--- src/rtl/hazard_scoreboard_pkg.sv ---
// Shared types and defaults for the issue-stage register scoreboard.
// Latency: n/a (types and constants only).
// Backpressure: n/a.
package hazard_scoreboard_pkg;

  // Default geometry: 32 architectural registers, producers up to 8 cycles deep.
  localparam int SB_NREG            = 32;
  localparam int SB_RPORTS          = 2;
  localparam int SB_MAXLAT          = 8;
  localparam int FWD_WINDOW_DEFAULT = 2;

  localparam int SB_REGW = $clog2(SB_NREG);
  localparam int SB_LATW = $clog2(SB_MAXLAT + 1);

  // Register index and per-register countdown for the default geometry.
  typedef logic [SB_REGW-1:0] regbits_t;
  typedef logic [SB_LATW-1:0] latcnt_t;

endpackage

--- src/rtl/hazard_scoreboard_entry.sv ---
// One register's countdown of cycles left until its pending write lands.
// Latency: count visible one cycle after load; decrements once per unheld cycle.
// Backpressure: hold freezes the count; clear wins over hold, hold over load.
module hazard_scoreboard_entry #(
  parameter int W = 4
) (
  input  logic         clk,
  input  logic         rst,
  input  logic         clr,
  input  logic         hold,
  input  logic         load,
  input  logic [W-1:0] load_val,
  output logic [W-1:0] cnt
);

  logic [W-1:0] cnt_d, cnt_q;

  // Next count: squash, freeze, new producer, else count down toward zero.
  always_comb begin
    cnt_d = cnt_q;
    if (clr) begin
      cnt_d = '0;
    end else if (hold) begin
      cnt_d = cnt_q;
    end else if (load) begin
      cnt_d = load_val;
    end else if (cnt_q != '0) begin
      cnt_d = cnt_q - 1'b1;
    end
  end

  // Count register with synchronous reset.
  always_ff @(posedge clk) begin
    if (rst) begin
      cnt_q <= '0;
    end else begin
      cnt_q <= cnt_d;
    end
  end

  assign cnt = cnt_q;

endmodule

--- src/rtl/hazard_scoreboard.sv ---
// Issue-stage scoreboard: per-register writeback countdowns, RAW/WAW detection, bypass select.
// Latency: all outputs combinational from current counts; an accepted write shows next cycle.
// Backpressure: stall on unforwardable RAW or WAW; freeze holds counts and blocks accept.
module hazard_scoreboard
  import hazard_scoreboard_pkg::*;
#(
  parameter int NREG   = SB_NREG,
  parameter int RPORTS = SB_RPORTS,
  parameter int MAXLAT = SB_MAXLAT,
  parameter int FWDWIN = FWD_WINDOW_DEFAULT,
  localparam int RW    = $clog2(NREG),
  localparam int LATW  = $clog2(MAXLAT + 1)
) (
  input  logic                 CLK,
  input  logic                 RST,
  input  logic                 freeze,
  input  logic                 flush,
  input  logic                 issue_valid,
  input  logic                 issue_wen,
  input  logic [RW-1:0]        issue_wsel,
  input  logic [LATW-1:0]      issue_lat,
  input  logic [RPORTS*RW-1:0] rsel,
  input  logic [RPORTS-1:0]    ren,
  output logic [RPORTS-1:0]    rport_hazard,
  output logic [RPORTS-1:0]    rport_fwd,
  output logic                 stall,
  output logic                 issue_accept,
  output logic                 busy
);

  localparam logic [LATW-1:0] FWD_L = LATW'(FWDWIN);
  localparam logic [LATW-1:0] MAX_L = LATW'(MAXLAT);

  // Entry 0 is the hardwired-zero register: it never has a pending write.
  logic [NREG-1:0][LATW-1:0] cnt;
  logic [LATW-1:0]           lat_eff;
  logic                      waw;
  logic                      wr_en;

  assign cnt[0] = '0;

  // Oversized latencies are clamped so a bad encoding can never wrap the counter.
  always_comb begin
    lat_eff = (issue_lat > MAX_L) ? MAX_L : issue_lat;
  end

  // Per-port RAW check against pre-update counts; same source on two ports reports identically.
  always_comb begin
    rport_hazard = '0;
    rport_fwd    = '0;
    for (int p = 0; p < RPORTS; p++) begin
      if (ren[p] && (rsel[p*RW +: RW] != '0) && (cnt[rsel[p*RW +: RW]] != '0)) begin
        rport_fwd[p]    = (cnt[rsel[p*RW +: RW]] <= FWD_L);
        rport_hazard[p] = (cnt[rsel[p*RW +: RW]] >  FWD_L);
      end
    end
  end

  // WAW: a younger, shorter write would retire before the older one still in flight.
  always_comb begin
    waw          = issue_valid && issue_wen && (issue_wsel != '0) && (cnt[issue_wsel] > lat_eff);
    stall        = issue_valid && ((|rport_hazard) || waw);
    issue_accept = issue_valid && !stall && !freeze && !flush;
    wr_en        = issue_accept && issue_wen;
    busy         = |cnt;
  end

  for (genvar i = 1; i < NREG; i++) begin : g_entry
    hazard_scoreboard_entry #(
      .W (LATW)
    ) u_entry (
      .clk      (CLK),
      .rst      (RST),
      .clr      (flush),
      .hold     (freeze),
      .load     (wr_en && (issue_wsel == RW'(i))),
      .load_val (lat_eff),
      .cnt      (cnt[i])
    );
  end

  // A writing issue must carry a latency in 1..MAXLAT.
  a_lat_range : assert property (@(posedge CLK) disable iff (RST)
    (issue_valid && issue_wen) |-> ((issue_lat != '0) && (issue_lat <= MAX_L)));

endmodule

--- config.mk ---
export PLATFORM = sky130hd
export DESIGN_NAME = hazard_scoreboard
export DESIGN_NICKNAME = d
export VERILOG_FILES = /design/src/rtl/hazard_scoreboard_pkg.sv /design/src/rtl/hazard_scoreboard_entry.sv /design/src/rtl/hazard_scoreboard.sv
export SDC_FILE = /design/constraint.sdc
export NUM_CORES = 1
export LEC_CHECK = 0
export CAP_MARGIN = 15
export CORE_MARGIN = 2
export CORE_UTILIZATION = 30
export CTS_BUF_LIST = sky130_fd_sc_hd__clkbuf_16
export CTS_CLUSTER_SIZE = 40
export DETAILED_ROUTE_END_ITERATION = 7
export PLACE_DENSITY = 0.46
export SETUP_SLACK_MARGIN = 0.4
export SYNTH_ARGS = -nofsm -noshare
export SYNTH_HDL_FRONTEND = slang
export SYNTH_SLANG_ARGS = --single-unit
--- constraint.sdc ---
create_clock -name CLK -period 7 [get_ports CLK]
set_input_delay 0.7 -clock CLK [delete_from_list [all_inputs] [get_ports CLK]]
set_output_delay 0.7 -clock CLK [all_outputs]
set_load 0.01 [all_outputs]
Word level (Yosys, flattened, before mapping)
Cells that the tools add are included.
{"block": "totals", "regBits": 124, "latchBits": 0, "mem_bits_rw": 0, "romBits": 0, "input_bits": 27, "out_inout_bits": 7, "word_cells": 324, "n_memories": 0}
{"block": "classes", "n_addsub": 31, "multipliers": 0, "div": 0, "magnitude_cmp": 9, "n_eq_ne": 31, "n_shift": 0, "muxes": 73, "n_bitwise": 1, "reduce_logical": 148}
{"op": "$mux W4", "count": 66}
{"op": "$reduce_bool A4 Y1", "count": 33}
{"op": "$reduce_or A124 Y1", "count": 1}
{"op": "$sub A4 B1 Y4 const B", "count": 31}
{"op": "$eq A5 B5 Y1 const B", "count": 16}
{"op": "$reduce_and A2 Y1", "count": 31}
{"op": "$reduce_bool A2 Y1", "count": 31}
{"op": "$bmux W4 S5", "count": 3}
{"op": "$logic_and A1 B1 Y1", "count": 43}
{"op": "$eq A5 B4 Y1 const B", "count": 8}
{"op": "$eq A5 B3 Y1 const B", "count": 4}
{"op": "$lt A5 B6 Y1 const B", "count": 3}
{"op": "$reduce_bool A5 Y1", "count": 3}
{"op": "$eq A5 B2 Y1 const B", "count": 2}
{"op": "$gt A4 B2 Y1 const B", "count": 2}
{"op": "$le A4 B2 Y1 const B", "count": 2}
{"op": "$eq A5 B1 Y1 const B", "count": 1}
{"op": "$gt A4 B4 Y1", "count": 1}
{"op": "$gt A4 B4 Y1 const B", "count": 1}
{"op": "$mux W1", "count": 4}
{"op": "$reduce_or A2 Y1", "count": 2}
{"op": "$logic_not A1 Y1", "count": 3}
{"op": "$logic_or A1 B1 Y1", "count": 1}
{"op": "$not A1 Y1", "count": 1}

Depth between registers and ports, before layout
Gate-level depths: netlist of the first run.
{"block": "depth", "ltp_word": 16, "mapped_depth": 23, "depth_no_buf": 17}

Modules after synthesis
From an unflattened synthesis of the first run, not the netlist that was laid out.
{"block": "unflattened", "hier_cells": 1497, "area_unflattened_um2": 12459.4}
{"mod": "hazard_scoreboard_entry", "instances": 31, "cells_per_inst": 34, "area_each_um2": 282.8, "seq_area_each_um2": 80.1}
{"mod": "hazard_scoreboard", "instances": 1, "cells_per_inst": 443, "area_each_um2": 3693.5, "seq_area_each_um2": 0.0}

Worst setup path before layout of the first run
OpenSTA, ideal clock, no wires.
{"block": "synth_path", "path_kind": "input to output", "start": "input issue_wsel[1]", "end": "output issue_accept", "t_arrival_ns": 5.068, "required_time_ns": 6.300, "setup_slack_ns": 1.232, "stages": 18, "n_path_buf": 6, "path_cell_list": "buf_1 > buf_1 > clkbuf_1 > mux4_2 > mux4_2 > nor2_1 > nor2_1 > ha_1 > nor2b_1 > o21a_1 > o21a_1 > o221ai_1 > o2111a_2 > o22ai_4 > buf_4 > buf_4 > buf_2 > nor4b_1"}
{"block": "synth_between", "elab_chain_cells": 10, "word_cells_on_any_way": 12, "cone_classes": "order compare (1); mux (2); reduce/logical (9)"}
{"item": "start: declaration", "line_no": "hazard_scoreboard.sv:20", "source": "input logic [RW-1:0] issue_wsel,"}
{"item": "$bmux W4 S5", "line_no": "hazard_scoreboard.sv:61", "source": "waw = issue_valid && issue_wen && (issue_wsel != '0) && (cnt[issue_wsel] > lat_eff);"}
{"item": "$mux W4 (not written as such)", "line_no": "hazard_scoreboard.sv:61"}
{"item": "$gt A4 B4 Y1", "line_no": "hazard_scoreboard.sv:61"}
{"item": "$logic_and A1 B1 Y1 (*)", "line_no": "hazard_scoreboard.sv:61"}
{"item": "$logic_or A1 B1 Y1 (*)", "line_no": "hazard_scoreboard.sv:62", "source": "stall = issue_valid && ((|rport_hazard) || waw);"}
{"item": "$logic_and A1 B1 Y1 (*)", "line_no": "hazard_scoreboard.sv:62"}
{"item": "$logic_not A1 Y1 (*)", "line_no": "hazard_scoreboard.sv:63", "source": "issue_accept = issue_valid && !stall && !freeze && !flush;"}
{"item": "$logic_and A1 B1 Y1 (*) (3 in a row)", "line_no": "hazard_scoreboard.sv:63"}
{"item": "end: declaration", "line_no": "hazard_scoreboard.sv:27", "source": "output logic issue_accept,"}
Mark *: on every way between the ends. The rest lies on a longest branch, timed or not. The select of a mux whose other input is x is not followed.

Final worst setup path of the first run
{"block": "layout_path", "start": "input issue_wsel[1]", "end": "output stall"}
{"block": "layout_between", "elab_chain_cells": 6, "word_cells_on_any_way": 8, "cone_classes": "order compare (1); mux (2); reduce/logical (5)"}
{"item": "$bmux W4 S5", "line_no": "hazard_scoreboard.sv:61"}
{"item": "$mux W4 (not written as such)", "line_no": "hazard_scoreboard.sv:61"}
{"item": "$gt A4 B4 Y1", "line_no": "hazard_scoreboard.sv:61"}
{"item": "$logic_and A1 B1 Y1 (*)", "line_no": "hazard_scoreboard.sv:61"}
{"item": "$logic_or A1 B1 Y1 (*)", "line_no": "hazard_scoreboard.sv:62"}
{"item": "$logic_and A1 B1 Y1 (*)", "line_no": "hazard_scoreboard.sv:62"}
{"item": "end: declaration", "line_no": "hazard_scoreboard.sv:26", "source": "output logic stall,"}
Marks and branches as above.

==> results of run 1 <==
## worst max-delay path: cells and delay by family
kind	cells	cell delay [ps]
AOI/OAI and AO/OA	7	1520
adders and majority gates	1	320
buffers and inverters	3	1500
muxes	2	830
and+or+nand+nor	1	200
## area by class of cell
| class | count | share of cell area (%) |
|---|---|---|
| Antenna cell | 1 | 0.0192 |
| Clock buffer | 17 | 3.26 |
| Clock inverter | 15 | 1.04 |
| Inverter | 76 | 2.19 |
| Multi-Input combinational cell | 1104 | 65.6 |
| Sequential cell | 124 | 19.0 |
| Tap cell | 518 | 4.97 |
| Timing Repair Buffer | 56 | 3.85 |
## power by group
group	internal [uW]	leakage, uW	total [uW]	switching [uW]
logic	82.9	0.00341	281	198
clock network	515	0.000270	886	371
registers	706	0.000998	707	1.05
## placed cells by master (no fill, tap or decap), types with 18 or more instances in the layout
master           netlist  layout
or3_1                 46      46
a22oi_1               47      47
a21oi_1               83      83
nor4_1                52      52
a31oi_1               29      29
inv_1                 70      73
ha_1                  65      65
nand2_1              126     126
nor3_1                32      32
nor2_1                82      79
dfxtp_1              124     124
nor2b_1               33      32
nand3_1               35      35
mux2i_1               57      57
clkdlybuf4s50_1        0      29
mux2_1                18      18
a21o_1                24      24
mux2_2                24      24
buf_4                  3      22
and2_1                31      31
mux4_2                59      59
o21ai_0               53      53
o211a_1               19      19
## final timing paths
path | to | depth (start not counted) | from
setup / recovery | stall | 14 | issue_wsel[1]
hold / removal | g_entry[15].u_entry.cnt[2] | 2 | g_entry[15].u_entry.cnt[2]
setup reg to reg | g_entry[21].u_entry.cnt[1] | 15 | g_entry[15].u_entry.cnt[1]
hold reg to reg | g_entry[15].u_entry.cnt[2] | 2 | g_entry[15].u_entry.cnt[2]
## through the flow
step                cells  util [%]
floorplan            1406         -
global placement     1878      32.3
detailed placement   1878      32.3
CTS                  1910      33.7
global route         1910      33.7
finish               1911      33.7
## per-layer routing
metal	track usage, %	part of all wire [%]
met5	0	0
met4	9.82	4.1
met3	4.95	7.4
met2	36.0	44
met1	32.0	45
## cell families after synthesis
group	after synthesis	synth area share, %
AOI/OAI and AO/OA	362	21.8
DFF	124	21.1
and+or+nand+nor	515	23.3
xor gates and xnor gates	3	0.224
muxes	159	20.3
adders and majority gates	65	6.92
buffers and inverters	178	6.30
==> flow_summary.toml, run 1 <==
[floorplan]
io-pin-count = 34
dieArea_um2 = 40800
rows = 72
fp.dieH_um = 202
core-area_um2 = 38600
die_width_um = 202
initial_utilization_pct = 30.4

[drt]
antenna_left = 0
vias = 11700
wl_um = 48200
vias_per_cell = 6.11
drc = 0
drt_iter0_drc = 997
dr.pass1.iters = 5
routedWlPerCell_um = 25.2

[synth]
yosysMostFrequentCell = "nand2_1"
synth_edf_count = 0
yosysTopAreaCell = "dfxtp_1"
async_flop_share_pct = 0
avgSynthCellArea_um2 = 8.36
ys_ff_latch = 124
syn_inst = 1406
synth_nets = 1498
synth_top_cell_area_share_pct = 21.1
synth_ff_type = "dfxtp_1"
synthTopCellsByArea = "dfxtp_1, mux4_2, ha_1"
synthTopCellsByCount = "nand2_1, dfxtp_1, a21oi_1"
synth_seq_area_share_pct = 21.1
syn_area_um2 = 11800
ys_types = 78
yosys_warnings = 0

[timing]
tightest_slew_ps = 1130
setup_viol = 0
rsz0062_at_grt = "no"
fin_crit_ps = 5800
fmax_ghz = 0.172
setup_slack_ps = 1200
maxSlewHeadroom_pct = 24.6
final_hold_viol_count = 0
setup_tns_ps = 0
holdWs_ps = 515
period_share_pct = 82.9
slew_viol_final = 0
fin_skew_ps = 15.0

[worst_setup_path]
slowest_stage = "buf_2"
crit_required_ps = 6300
critPathKind = "in2out"
endpoint_kind = "output pin"
rrSetupSlack_ps = 2470
cp-start-kind = "primary input"
cp.arrival_ps = 5100
crit_fanout = 32
path_cells = "buf_2 > buf_4 > mux2_2 > a22o_1 > mux4_2 > a31oi_1 > a21oi_1 > ha_1 > a41oi_1 > o221ai_1 > o2111a_2 > o22ai_4 > and2_1 > clkdlybuf4s50_1"
critPathMaxStageDelay_ps = 640

[finish]
final_area_um2 = 13000
nFillCells = 4074
drive_gt1_share_pct = 12.9
largest_reg_flops = 124
fin_nets = 1471
ff_latch_area_um2 = 2480
syn_to_final_growth_pct = 10.9
multiInputGateArea_um2 = 8550

[clock_network]
cts_tree = "yes"
clock_path_buffers = 2
clkSinkCount = 124
clkTransAtPathRegs_ps = 60
numCtsBuffers = 17
postCtsSetupBuffers = 0
ctsHoldBuffers = 0
clockRootBuffer = "clkbuf_16"
cts_resized = 0
cts-htree-levels = 4
clock_latency_ps = 460

[run]
cap_violations = 0

[min_path]
holdCritPathClass = "reg2reg"

[placement]
postPlaceCellArea_um2 = 12500
place_ws_ps = 1250
port_buffers = 33
hpwl_um = 35300
routabilityCongestion = 0.925

[pwr]
total_power_uw = 1870
powerDensity_nw_per_um2 = 144
p_leak_uw = 0.00467
ir_drop_mv = 0.182

[global_route]
grt_pass1_wl_um = 71900
grt_pass1_vias = 10900
antenna_found_initial = 1
grt_max_degree = 83
grt.overflow.total = 0
grt_use_total_pct = 23.5

[outcome]
status = "completed"
(Power assumes the default switching activity.)
==> run 2, diff against run 1 <==
PLACE_DENSITY = 0.47   (was 0.46)
clock period = 5.3 ns   (was 7 ns; I/O delays follow)
==> flow_summary.toml, run 2 (synthesis results as in run 1) <==
[drt]
drt_iter0_drc = 1062
wl_um = 48900
dr.pass1.iters = 7
drc = 0
vias = 11600
antenna_left = 0
routedWlPerCell_um = 25.2
vias_per_cell = 6.00

[timing]
fin_skew_ps = 12.8
tightest_slew_ps = 966
setup_tns_ps = 0
fin_crit_ps = 4800
rsz0062_at_grt = "no"
final_hold_viol_count = 0
slew_viol_final = 0
fmax_ghz = 0.208
setup_slack_ps = 504
maxSlewHeadroom_pct = 35.5
setup_viol = 0
period_share_pct = 90.5

[worst_setup_path]
path_buf_inv = 4
crit_required_ps = 4770
r2r_end = "g_entry[10].u_entry.cnt[1]"
critPathTopFamily = "buffers and inverters"
critPathKind = "in2out"
cp.arrival_ps = 4270
r2r-start = "g_entry[6].u_entry.cnt[1]"
cp-start-kind = "primary input"
path_cells = "buf_6 > buf_6 > mux4_2 > mux4_2 > a31oi_1 > a21oi_1 > ha_1 > a41oi_1 > o221ai_2 > and2_1 > o22ai_4 > buf_12 > and2_1 > clkdlybuf4s50_1"
rr_worst_depth = 15
critPathMaxStageDelay_ps = 530
rrSetupSlack_ps = 860
slowest_stage = "clkdlybuf4s50_1"
crit_fanout = 27
endpoint_kind = "output pin"

[clock_network]
cts-htree-levels = 4
clock_path_buffers = 2
cts_tree = "yes"
numCtsBuffers = 17
clock_latency_ps = 450
ctsHoldBuffers = 0
clkSinkCount = 124
clkTransAtPathRegs_ps = 60
clockRootBuffer = "clkbuf_16"

[min_path]
hold_path_depth = 3
holdCritPathClass = "in2reg"
holdPathEnd = "g_entry[18].u_entry.cnt[2]"
hold_path_startpoint = "freeze"

[floorplan]
core-area_um2 = 38600
fp.dieH_um = 202
io-pin-count = 34
die_width_um = 202
initial_utilization_pct = 30.4
dieArea_um2 = 40800
rows = 72

[global_route]
grt_use_total_pct = 23.9
grt_pass1_vias = 11000
antenna_found_initial = 0
grt.overflow.total = 0
grt_max_degree = 67
grt_pass1_wl_um = 72900

[run]
cap_violations = 0

[finish]
fin_nets = 1503
n_antenna_cell = 0
nFillCells = 4036
final_common_cell = "nand2_1"
drive_gt1_share_pct = 15.4
ff_latch_area_um2 = 2480
syn_to_final_growth_pct = 14.5
final_cell_mix = "nand2_1, dfxtp_1, a21oi_1"
largest_reg_flops = 124
layout.cells.non_filler = 1942
multiInputGateArea_um2 = 8570

[pwr]
p_leak_uw = 0.00493
ir_drop_mv = 0.244
total_power_uw = 2590
powerDensity_nw_per_um2 = 192

[outcome]
status = "completed"

[placement]
place_ws_ps = 56.9
hpwl_um = 36300
port_buffers = 33
routabilityCongestion = 0.929
dp_cells = 1908
## run 2: cell types whose count changed in the layout (fill, tap and decap cells not counted), sizes merged
cell,change
inv,-3
dlygate4sd2,+1
bufbuf,+1
clkinvlp,-3
dlymetal6s2s,+1
bufinv,+1
buf,+31
clkinv,+5
clkdlybuf4s50,-2
diode,-1
## run 2: worst max-delay path by stage
stage | startpoint | to | slack, ps | cells after the start
floorplan | issue_wsel[0] | issue_accept | 470 | 18
global placement | issue_wsel[0] | issue_accept | 150 | 15
detailed placement | issue_wsel[0] | issue_accept | 60 | 15
CTS | g_entry[4].u_entry.cnt[1] | stall | 440 | 14
global route | issue_wsel[3] | stall | 390 | 18
finish | issue_wsel[0] | stall | 500 | 14
## run 2: report_power, final
group | leakage [uW] | internal (uW) | switching, uW
logic | 0.00363 | 132 | 269
clock network | 0.000294 | 738 | 515
registers | 0.000999 | 932 | 1.39
total | 0.00493 | 1800 | 785
## run 2: routing by layer
layer | wire length (um) | global-route usage [%]
met1 | 22200 | 32.9
met2 | 21400 | 36.1
met3 | 3970 | 6.51
met4 | 1340 | 7.67
met5 | 0 | 0
## run 2: worst min-delay path, stage by stage
cell and delay, ps:
buf_6 200, nand2_1 110, a21oi_1 50
## run 2: cell type report
| cell class | instances | share of cell area [%] |
|---|---|---|
| clock buffers | 17 | 3.16 |
| clock inverters | 15 | 1.31 |
| inverters | 76 | 2.12 |
| multi-input cells | 1104 | 63.7 |
| flip-flops and latches | 124 | 18.5 |
| well taps | 518 | 4.82 |
| repair buffers | 88 | 6.42 |
## run 2: through the flow
stage / util (%) / hold slack, ps / area [um^2]
floorplan: - / 455 / 11800
global placement: 33.1 / 511 / 12800
detailed placement: 33.1 / 511 / 12800
CTS: 34.8 / 495 / 13400
global route: 34.8 / 521 / 13500
finish: 34.8 / 520 / 13500
## run 2: repair_timing
item                                    4_1_cts  5_1_grt
hold endpoints to repair                      0        0
gates cloned                                  1        0
resized for setup                             8        4
pin swaps                                     0        1
endpoints found under the setup margin        2        2
setup buffers                                 0        1
==> run 3, diff against run 2 <==
PLACE_DENSITY = 0.46   (was 0.47)
clock period = 4.6 ns   (was 5.3 ns; I/O delays follow)
==> flow_summary.toml, run 3 (synthesis results as in run 1) <==
[timing]
tightest_slew_ps = 989
period_share_pct = 93.0
fin_crit_ps = 4280
rsz0062_at_grt = "yes"
maxSlewHeadroom_pct = 33.5
fin_skew_ps = 11.9
setup_slack_ps = 323
setup_viol = 0
final_hold_viol_count = 0
fmax_ghz = 0.234
slew_viol_final = 0

[floorplan]
core-area_um2 = 38600
io-pin-count = 34
die_width_um = 202
initial_utilization_pct = 30.4
dieArea_um2 = 40800
rows = 72
fp.dieH_um = 202

[worst_setup_path]
r2r_end = "g_entry[14].u_entry.cnt[0]"
cp-start-kind = "flop"
endpoint_kind = "flop"
rr_worst_depth = 17
crit_fanout = 6
critPathKind = "reg2reg"
r2r-start = "g_entry[7].u_entry.cnt[1]"
rrSetupSlack_ps = 320
cp.arrival_ps = 4620
crit_required_ps = 4940

[clock_network]
clockRootBuffer = "clkbuf_16"
clkTransAtPathRegs_ps = 60
clock_latency_ps = 450
clock_path_buffers = 2
ctsHoldBuffers = 0
cts_tree = "yes"
numCtsBuffers = 17
cts-htree-levels = 4
clkSinkCount = 124

[pwr]
ir_drop_mv = 0.250
p_leak_uw = 0.00556
powerDensity_nw_per_um2 = 204

[placement]
port_buffers = 33
routabilityCongestion = 0.951
postPlaceCellArea_um2 = 13500
place_ws_ps = -80.1
hpwl_um = 39000

[drt]
antenna_left = 0
vias_per_cell = 5.98
wl_um = 51800
drc = 0
dr.pass1.iters = 6
drt_iter0_drc = 1288
vias = 12300
routedWlPerCell_um = 25.3

[global_route]
grt_pass1_vias = 11400
grt.overflow.total = 0
antenna_found_initial = 1
grt_max_degree = 70
grt_use_total_pct = 25.2
grt_pass1_wl_um = 76600

[min_path]
holdPathEnd = "g_entry[1].u_entry.cnt[3]"
holdCritPathClass = "in2reg"
hold_path_depth = 3
hold_path_startpoint = "freeze"

[finish]
largest_reg_flops = 124
fin_nets = 1610
final_common_cell = "buf_4"
drive_gt1_share_pct = 24.0
final_area_um2 = 14500
nFillCells = 3935
ff_latch_area_um2 = 2500
final_cell_mix = "buf_4, nand2_1, dfxtp_1"
syn_to_final_growth_pct = 23.7
multiInputGateArea_um2 = 8840

[outcome]
status = "completed"

[run]
cap_violations = 0
==> run 3: worst max-delay path by stage <==
stage                              start                    endpoint
2_1_floorplan              issue_wsel[0]  g_entry[10].u_entry.cnt[1]
3_3_place_gp               issue_wsel[1]  g_entry[20].u_entry.cnt[3]
3_5_place_dp               issue_wsel[1]  g_entry[20].u_entry.cnt[3]
4_1_cts        g_entry[7].u_entry.cnt[1]  g_entry[19].u_entry.cnt[0]
5_1_grt                    issue_wsel[1]                issue_accept
6_report       g_entry[7].u_entry.cnt[1]  g_entry[14].u_entry.cnt[0]
==> run 3: worst max-delay path: stages, from the launching register on <==
cell and delay, ps:
dfxtp_4 360, mux4_2 480, mux4_2 490, nor2_1 110
nor2_1 50, ha_1 280, nor2b_1 130, o21a_1 160
o21a_1 180, o221ai_2 220, o2111a_2 270, o22ai_4 130
buf_8 180, buf_6 130, or4_4 570, buf_6 140
mux2i_1 100, o211a_1 170
==> run 3: what timing repair did <==
item                       CTS  global route
pin swaps                   10            33
buffers inserted             6            13
setup endpoints to repair   14           110
gates resized for setup     30            61
==> run 3: metrics by stage <==
step | total power (uW) | utilization, % | hold WS, ps | instances | setup TNS (ps)
2_1_floorplan | 1370 | - | 455 | 1406 | 0
3_3_place_gp | 1580 | 34.9 | 491 | 1998 | 0
3_5_place_dp | 1580 | 34.9 | 494 | 1998 | -633
4_1_cts | 2950 | 36.6 | 388 | 2036 | 0
5_1_grt | 3060 | 37.6 | 451 | 2050 | 0
6_report | 2970 | 37.6 | 428 | 2050 | 0
==> run 3: power breakdown <==
group	internal, uW	leakage, uW	switching [uW]
Combinational	196	0.00429	349
Clock	783	0.000272	564
Sequential	1070	0.00100	1.29
==> run 3: final cells by class <==
class	instances	area share, %
Timing Repair Buffer	195	11.8
Clock buffer	17	2.92
Antenna cell	1	0.0172
Clock inverter	15	0.920
Inverter	76	1.96
Multi-Input combinational cell	1104	60.8
Sequential cell	124	17.2
Tap cell	518	4.46
==> run 3: metal layers <==
| layer | up-vias | GRT usage [%] | wire (um) |
|---|---|---|---|
| met3 | 84 | 4.92 | 4140 |
| met4 | 0 | 8.06 | 1480 |
| li1 | 5578 | - | - |
| met1 | 6049 | 35.5 | 23500 |
| met5 | - | 0 | 0 |
| met2 | 546 | 38.6 | 22700 |
